## src/rtl/cpu_run_controller_if.sv

```systemverilog
// Host handshake and CPU pin bundle for cpu_run_controller.
// slave = controller side, master = host/CPU side.
interface cpu_run_controller_if #(
    parameter int DATA_W = 16,
    parameter int CYC_W  = 24
);
    logic              start;
    logic [DATA_W-1:0] arg;
    logic              abort;
    logic              ready;
    logic              busy;
    logic              done;
    logic              timed_out;
    logic [DATA_W-1:0] result;
    logic [CYC_W-1:0]  cycles;
    logic              cpu_reset;
    logic [DATA_W-1:0] cpu_input;
    logic [DATA_W-1:0] cpu_output;

    modport master (
        output start, arg, abort, cpu_output,
        input  ready, busy, done, timed_out, result, cycles, cpu_reset, cpu_input
    );

    modport slave (
        input  start, arg, abort, cpu_output,
        output ready, busy, done, timed_out, result, cycles, cpu_reset, cpu_input
    );
endinterface

```

## src/rtl/cpu_run_controller.sv

```systemverilog
// Sequences one CPU program run: load argument, pulse CPU reset, wait for a
// stable nonzero output, then report result and run length.
module cpu_run_controller #(
    parameter int               DATA_W         = 16,
    parameter int               RESET_CYCLES   = 2,
    parameter int               STABLE_CYCLES  = 1,
    parameter int               CYC_W          = 24,
    parameter logic [CYC_W-1:0] TIMEOUT_CYCLES = CYC_W'(24'hFFFFFF)
) (
    input logic                 CLK,
    input logic                 reset,
    cpu_run_controller_if.slave bus
);
    localparam int RC_W = (RESET_CYCLES > 1) ? $clog2(RESET_CYCLES) : 1;
    localparam int ST_W = $clog2(STABLE_CYCLES + 1);

    typedef enum logic [1:0] {S_IDLE, S_RST_CPU, S_RUN, S_FINISH} state_t;

    state_t            r_state;
    logic              r_ready;
    logic              r_busy;
    logic              r_done;
    logic              r_timed_out;
    logic [DATA_W-1:0] r_result;
    logic [CYC_W-1:0]  r_cycles;
    logic              r_cpu_reset;
    logic [DATA_W-1:0] r_cpu_input;
    logic [RC_W-1:0]   r_rst_cnt;
    logic [ST_W-1:0]   r_stab;
    logic [DATA_W-1:0] r_prev;

    logic [ST_W-1:0]   w_stab_nxt;
    logic [CYC_W-1:0]  w_cyc_nxt;

    assign bus.ready     = r_ready;
    assign bus.busy      = r_busy;
    assign bus.done      = r_done;
    assign bus.timed_out = r_timed_out;
    assign bus.result    = r_result;
    assign bus.cycles    = r_cycles;
    assign bus.cpu_reset = r_cpu_reset;
    assign bus.cpu_input = r_cpu_input;

    assign w_cyc_nxt = r_cycles + CYC_W'(1);

    // r_prev is only meaningful while r_stab is nonzero, so no clear is needed at run start.
    always_comb begin
        w_stab_nxt = ST_W'(1);
        if (bus.cpu_output == '0)
            w_stab_nxt = '0;
        else if (r_stab != '0 && bus.cpu_output == r_prev)
            w_stab_nxt = r_stab + ST_W'(1);
    end

    always_ff @(posedge CLK or posedge reset) begin
        if (reset) begin
            r_state     <= S_IDLE;
            r_ready     <= 1'b1;
            r_busy      <= 1'b0;
            r_done      <= 1'b0;
            r_timed_out <= 1'b0;
            r_result    <= '0;
            r_cycles    <= '0;
            r_cpu_reset <= 1'b1;
            r_cpu_input <= '0;
            r_rst_cnt   <= '0;
            r_stab      <= '0;
            r_prev      <= '0;
        end else begin
            r_done      <= 1'b0;
            r_timed_out <= 1'b0;
            case (r_state)
                S_IDLE: begin
                    if (bus.start && !bus.abort) begin
                        r_state     <= S_RST_CPU;
                        r_ready     <= 1'b0;
                        r_busy      <= 1'b1;
                        r_cpu_input <= bus.arg;
                        r_result    <= '0;
                        r_cycles    <= '0;
                        r_rst_cnt   <= '0;
                        r_stab      <= '0;
                    end
                end
                S_RST_CPU: begin
                    if (bus.abort) begin
                        r_state <= S_IDLE;
                        r_ready <= 1'b1;
                        r_busy  <= 1'b0;
                    end else if (r_rst_cnt == RC_W'(RESET_CYCLES - 1)) begin
                        r_state     <= S_RUN;
                        r_cpu_reset <= 1'b0;
                    end else begin
                        r_rst_cnt <= r_rst_cnt + RC_W'(1);
                    end
                end
                S_RUN: begin
                    if (bus.abort) begin
                        r_state     <= S_IDLE;
                        r_ready     <= 1'b1;
                        r_busy      <= 1'b0;
                        r_cpu_reset <= 1'b1;
                    end else begin
                        r_cycles <= w_cyc_nxt;
                        r_prev   <= bus.cpu_output;
                        r_stab   <= w_stab_nxt;
                        // Completion is tested first so it wins a tie with the timeout.
                        if (w_stab_nxt == ST_W'(STABLE_CYCLES)) begin
                            r_state     <= S_FINISH;
                            r_result    <= bus.cpu_output;
                            r_done      <= 1'b1;
                            r_busy      <= 1'b0;
                            r_cpu_reset <= 1'b1;
                        end else if (w_cyc_nxt == TIMEOUT_CYCLES) begin
                            r_state     <= S_FINISH;
                            r_result    <= '0;
                            r_done      <= 1'b1;
                            r_timed_out <= 1'b1;
                            r_busy      <= 1'b0;
                            r_cpu_reset <= 1'b1;
                        end
                    end
                end
                S_FINISH: begin
                    r_state <= S_IDLE;
                    r_ready <= 1'b1;
                end
                default: begin
                    r_state <= S_IDLE;
                    r_ready <= 1'b1;
                    r_busy  <= 1'b0;
                end
            endcase
        end
    end
endmodule

```

## src/flat_wrapper.sv

```systemverilog
// flat-port wrapper written by rule: the top's interface ports become plain ports
module cpu_run_controller_flat 
#(
    parameter int               DATA_W         = 16,
    parameter int               RESET_CYCLES   = 2,
    parameter int               STABLE_CYCLES  = 1,
    parameter int               CYC_W          = 24,
    parameter logic [CYC_W-1:0] TIMEOUT_CYCLES = CYC_W'(24'hFFFFFF)
)
  (CLK, reset, bus_start, bus_arg, bus_abort, bus_cpu_output, bus_ready, bus_busy, bus_done, bus_timed_out, bus_result, bus_cycles, bus_cpu_reset, bus_cpu_input);
  cpu_run_controller_if #(.DATA_W(DATA_W), .CYC_W(CYC_W)) bus_i ();
  input logic CLK;
  input logic reset;
  input wire logic [$bits(bus_i.start)-1:0] bus_start;
  input wire logic [$bits(bus_i.arg)-1:0] bus_arg;
  input wire logic [$bits(bus_i.abort)-1:0] bus_abort;
  input wire logic [$bits(bus_i.cpu_output)-1:0] bus_cpu_output;
  output wire logic [$bits(bus_i.ready)-1:0] bus_ready;
  output wire logic [$bits(bus_i.busy)-1:0] bus_busy;
  output wire logic [$bits(bus_i.done)-1:0] bus_done;
  output wire logic [$bits(bus_i.timed_out)-1:0] bus_timed_out;
  output wire logic [$bits(bus_i.result)-1:0] bus_result;
  output wire logic [$bits(bus_i.cycles)-1:0] bus_cycles;
  output wire logic [$bits(bus_i.cpu_reset)-1:0] bus_cpu_reset;
  output wire logic [$bits(bus_i.cpu_input)-1:0] bus_cpu_input;
  assign bus_i.start = bus_start;
  assign bus_i.arg = bus_arg;
  assign bus_i.abort = bus_abort;
  assign bus_i.cpu_output = bus_cpu_output;
  assign bus_ready = bus_i.ready;
  assign bus_busy = bus_i.busy;
  assign bus_done = bus_i.done;
  assign bus_timed_out = bus_i.timed_out;
  assign bus_result = bus_i.result;
  assign bus_cycles = bus_i.cycles;
  assign bus_cpu_reset = bus_i.cpu_reset;
  assign bus_cpu_input = bus_i.cpu_input;
  cpu_run_controller #(.DATA_W(DATA_W), .RESET_CYCLES(RESET_CYCLES), .STABLE_CYCLES(STABLE_CYCLES), .CYC_W(CYC_W), .TIMEOUT_CYCLES(TIMEOUT_CYCLES)) u_core (.CLK(CLK), .reset(reset), .bus(bus_i));
endmodule
```

## config.mk

```make
export PLATFORM = sky130hd
export DESIGN_NAME = cpu_run_controller_flat
export DESIGN_NICKNAME = d
export VERILOG_FILES = /design/src/rtl/cpu_run_controller_if.sv /design/src/rtl/cpu_run_controller.sv /design/src/flat_wrapper.sv
export SDC_FILE = /design/constraint.sdc
export NUM_CORES = 1
export LEC_CHECK = 0
export CAP_MARGIN = 20
export CORE_UTILIZATION = 50
export CTS_CLUSTER_SIZE = 8
export DETAILED_ROUTE_END_ITERATION = 10
export HOLD_SLACK_MARGIN = 0.15
export PLACE_DENSITY = 0.82
export SLEW_MARGIN = 20
export SYNTH_ARGS = -nofsm -noshare
export SYNTH_HDL_FRONTEND = slang
export SYNTH_SLANG_ARGS = --single-unit
```

## constraint.sdc

```tcl
create_clock -name CLK -period 2.9 [get_ports CLK]
set_input_delay 0.58 -clock CLK [delete_from_list [all_inputs] [get_ports CLK]]
set_output_delay 0.58 -clock CLK [all_outputs]
set_load 0.005 [all_outputs]
```

==> flow_summary.json <==
{
  "drt_pass1_iterations": 4,
  "overflow": 0,
  "grt_usage": 0.2550,
  "hold_buffers": 0,
  "layout_commonest_cell": "clkdlybuf4s50_1",
  "cp_max_fo": 12,
  "wire_per_inst_microns": 16.23,
  "initial_core_util": 0.5230,
  "synth_edf_count": 0,
  "power.leakage_nw": 2.311,
  "grt_antenna_before_repair": 0,
  "maxCapViolations": 0,
  "finalCriticalPeriod_ns": 2.732,
  "dieArea_sq_um": 9101,
  "grt_pass1_wl_microns": 18170,
  "fill_cells": 650,
  "clock-sinks": 81,
  "syn_area_sq_um": 4362,
  "port_buffers": 96,
  "routed_wirelength_microns": 11090,
  "instances_no_fill": 683,
  "r2r_slack_ns": 0.17,
  "r2r_cells": 7,
  "avgSynthCellArea_sq_um": 9.106,
  "cts_buffer_depth": 2,
  "vias_per_cell": 6.012,
  "final.period_utilization": 0.9421,
  "synth-seq-cells": 81,
  "setup.worst_path.end_class": "flop",
  "power.density_nw_per_um2": 743.3,
  "hold_class": "flop to flop",
  "synthCells": 479,
  "drv_slew": 0,
  "ys_types": 61,
  "mostFrequentLayoutCells": "clkdlybuf4s50_1, nand2_1, dfrtp_1",
  "async_flop_share": 1.000,
  "setup_viol": 0,
  "insertion_delay_ns": 0.35,
  "dieWidth_microns": 95.40,
  "cts_tree": "done",
  "clk_pin_slew_worst_paths_ns": 0.08,
  "dp.cells": 667,
  "drive_above_1_share": 0.1194,
  "skew_ns": 0.01350,
  "dp_hpwl_microns": 7870,
  "start_kind": "flop",
  "grt_start_max_net_pins": 42,
  "synth.largest_area_cell": "dfrtp_1",
  "ant_nets": 0,
  "synth_seq_area_share": 0.4653,
  "p_total_mw": 4.216,
  "synthDominantCellAreaShare": 0.4532,
  "core_sq_um": 8341,
  "path_class": "flop to flop",
  "area_growth_pct": 30.03,
  "synthFlopType": "dfrtp_1",
  "diodes": 0,
  "gp_congestion": 0.8612,
  "utilization": 0.6800,
  "grt_pass1_vias": 3831,
  "htree_levels": 3,
  "worstPathArrival_ns": 2.97,
  "nets": 614,
  "status": "complete, no violations",
  "die_y_microns": 95.40,
  "cts_root_buf": "clkbuf_8",
  "io_pins": 97,
  "drtIter0Drc": 277,
  "vdd_drop_max_uv": 494.6,
  "remaining_drc_errors": 0,
  "required_ns": 3.14,
  "rows": 33,
  "vias": 4106,
  "slew_headroom": 0.5697,
  "timing.hold.ws_ns": 0.4937,
  "hold_depth": 1,
  "syn_nets": 520,
  "hold_viol": 0,
  "cts_buffers": 9,
  "fin_tns_setup_ns": 0,
  "yosysWarnings": 0,
  "post_cts_buffers": 0,
  "max_freq_mhz": 366.0,
  "worstMarginPinSlew_ns": 0.6448,
  "ys_top_cells_by_area": "dfrtp_1, nand2_1, o21ai_0"
}
## through the flow
step / instance area (sq um) / worst slack [ns]
finish: 5672 / 0.1678
global route: 5672 / -0.006081
CTS: 5665 / 0.1921
detailed placement: 5468 / 0.1538
global placement: 5468 / 0.1770
floorplan: 4362 / 0.2432
## what timing repair did
action | CTS | global route
setup endpoints to repair | 0 | 19
gates resized for setup | 0 | 4
endpoints found under the hold margin | 0 | 0
## worst paths after layout
kind	startpoint	to
hold / removal	u_core.r_stab$_DFFE_PP0P_	u_core.r_stab$_DFFE_PP0P_
setup reg to reg	u_core.bus.cycles[1]$_DFFE_PP0P_	u_core.r_state[1]$_DFFE_PP0P_
min in group asynchronous	reset	u_core.bus.cpu_input[12]$_DFFE_PP0P_
max in group asynchronous	reset	u_core.r_prev[14]$_DFFE_PP0P_
hold reg to reg	u_core.r_stab$_DFFE_PP0P_	u_core.r_stab$_DFFE_PP0P_
setup / recovery	u_core.bus.cycles[1]$_DFFE_PP0P_	u_core.r_state[1]$_DFFE_PP0P_
## registers in the layout, summed over array words and instances, names as in the netlist
signal and flops:
u_core.bus.ready 1, u_core.r_stab 1, u_core.bus.cycles 24, u_core.r_prev 16, u_core.bus.timed_out 1, u_core.bus.result 16, u_core.bus.busy 1, u_core.r_rst_cnt 1
u_core.bus.cpu_input 16, u_core.r_state 2, u_core.bus.cpu_reset 1, u_core.bus.done 1
## per-layer routing
layer  GRT usage  vias up  share of wire  wire [microns]
li1            -     1913              -               -
met1      0.3405     1987           0.44            4849
met2      0.4226      190           0.48            5350
met3     0.04545       16          0.067             738
met4     0.07836        0          0.013             147
met5           0        -              0               0
## power breakdown
part	leakage, nW	internal (mW)	switching (mW)
Clock	0.101	0.424	0.400
Sequential	1.05	1.53	0.305
Combinational	1.16	0.903	0.649
Total	2.31	2.86	1.35
## critical path, stage by stage (launching register included)
cell      delay, ns
dfrtp_1        0.56
ha_1           0.23
nand4_1        0.10
or4_2          0.58
a211oi_2       0.24
o211ai_1       0.20
o311a_1        0.37
or3_1          0.34
## synth_stat cells (all sizes together) (2+ instances only)
cell,count
nor2b,5
xor2,17
nand3b,3
nor3,8
a21oi,9
nand2,89
o21ai,61
a21o,2
a211oi,4
buf,9
dfrtp,79
mux2,16
or4,3
a21boi,2
nand3,11
o22ai,2
clkbuf,23
or3,3
a22oi,17
nand4,14
and3,2
nor2,26
inv,11
nand2b,2
a31oi,9
dfstp,2
o221ai,2
xnor2,2
o31ai,3
o311a,2
and4,2
ha,5
o211ai,2
o41ai,3
nor4,13
o31a,3
## cell type report
type,count,area [sq um],share of cell area
Clock buffer,12,145.1,0.02559
Sequential cell,81,2031,0.3580
Inverter,11,42.54,0.007501
Timing Repair Buffer,115,1116,0.1968
Multi-Input combinational cell,355,2153,0.3797
Tap cell,105,131.4,0.02316
Clock inverter,4,52.55,0.009265
## logic make-up after synthesis
kind of cell,count (synthesis),share of synthesized area
fa+ha+maj,5,0.01434
simple gates,187,0.2094
buf+inv,43,0.04217
mux,17,0.04360
flops,81,0.4653
compound gates,127,0.1870
xor+xnor,19,0.03815
(Power assumes the default switching activity.)
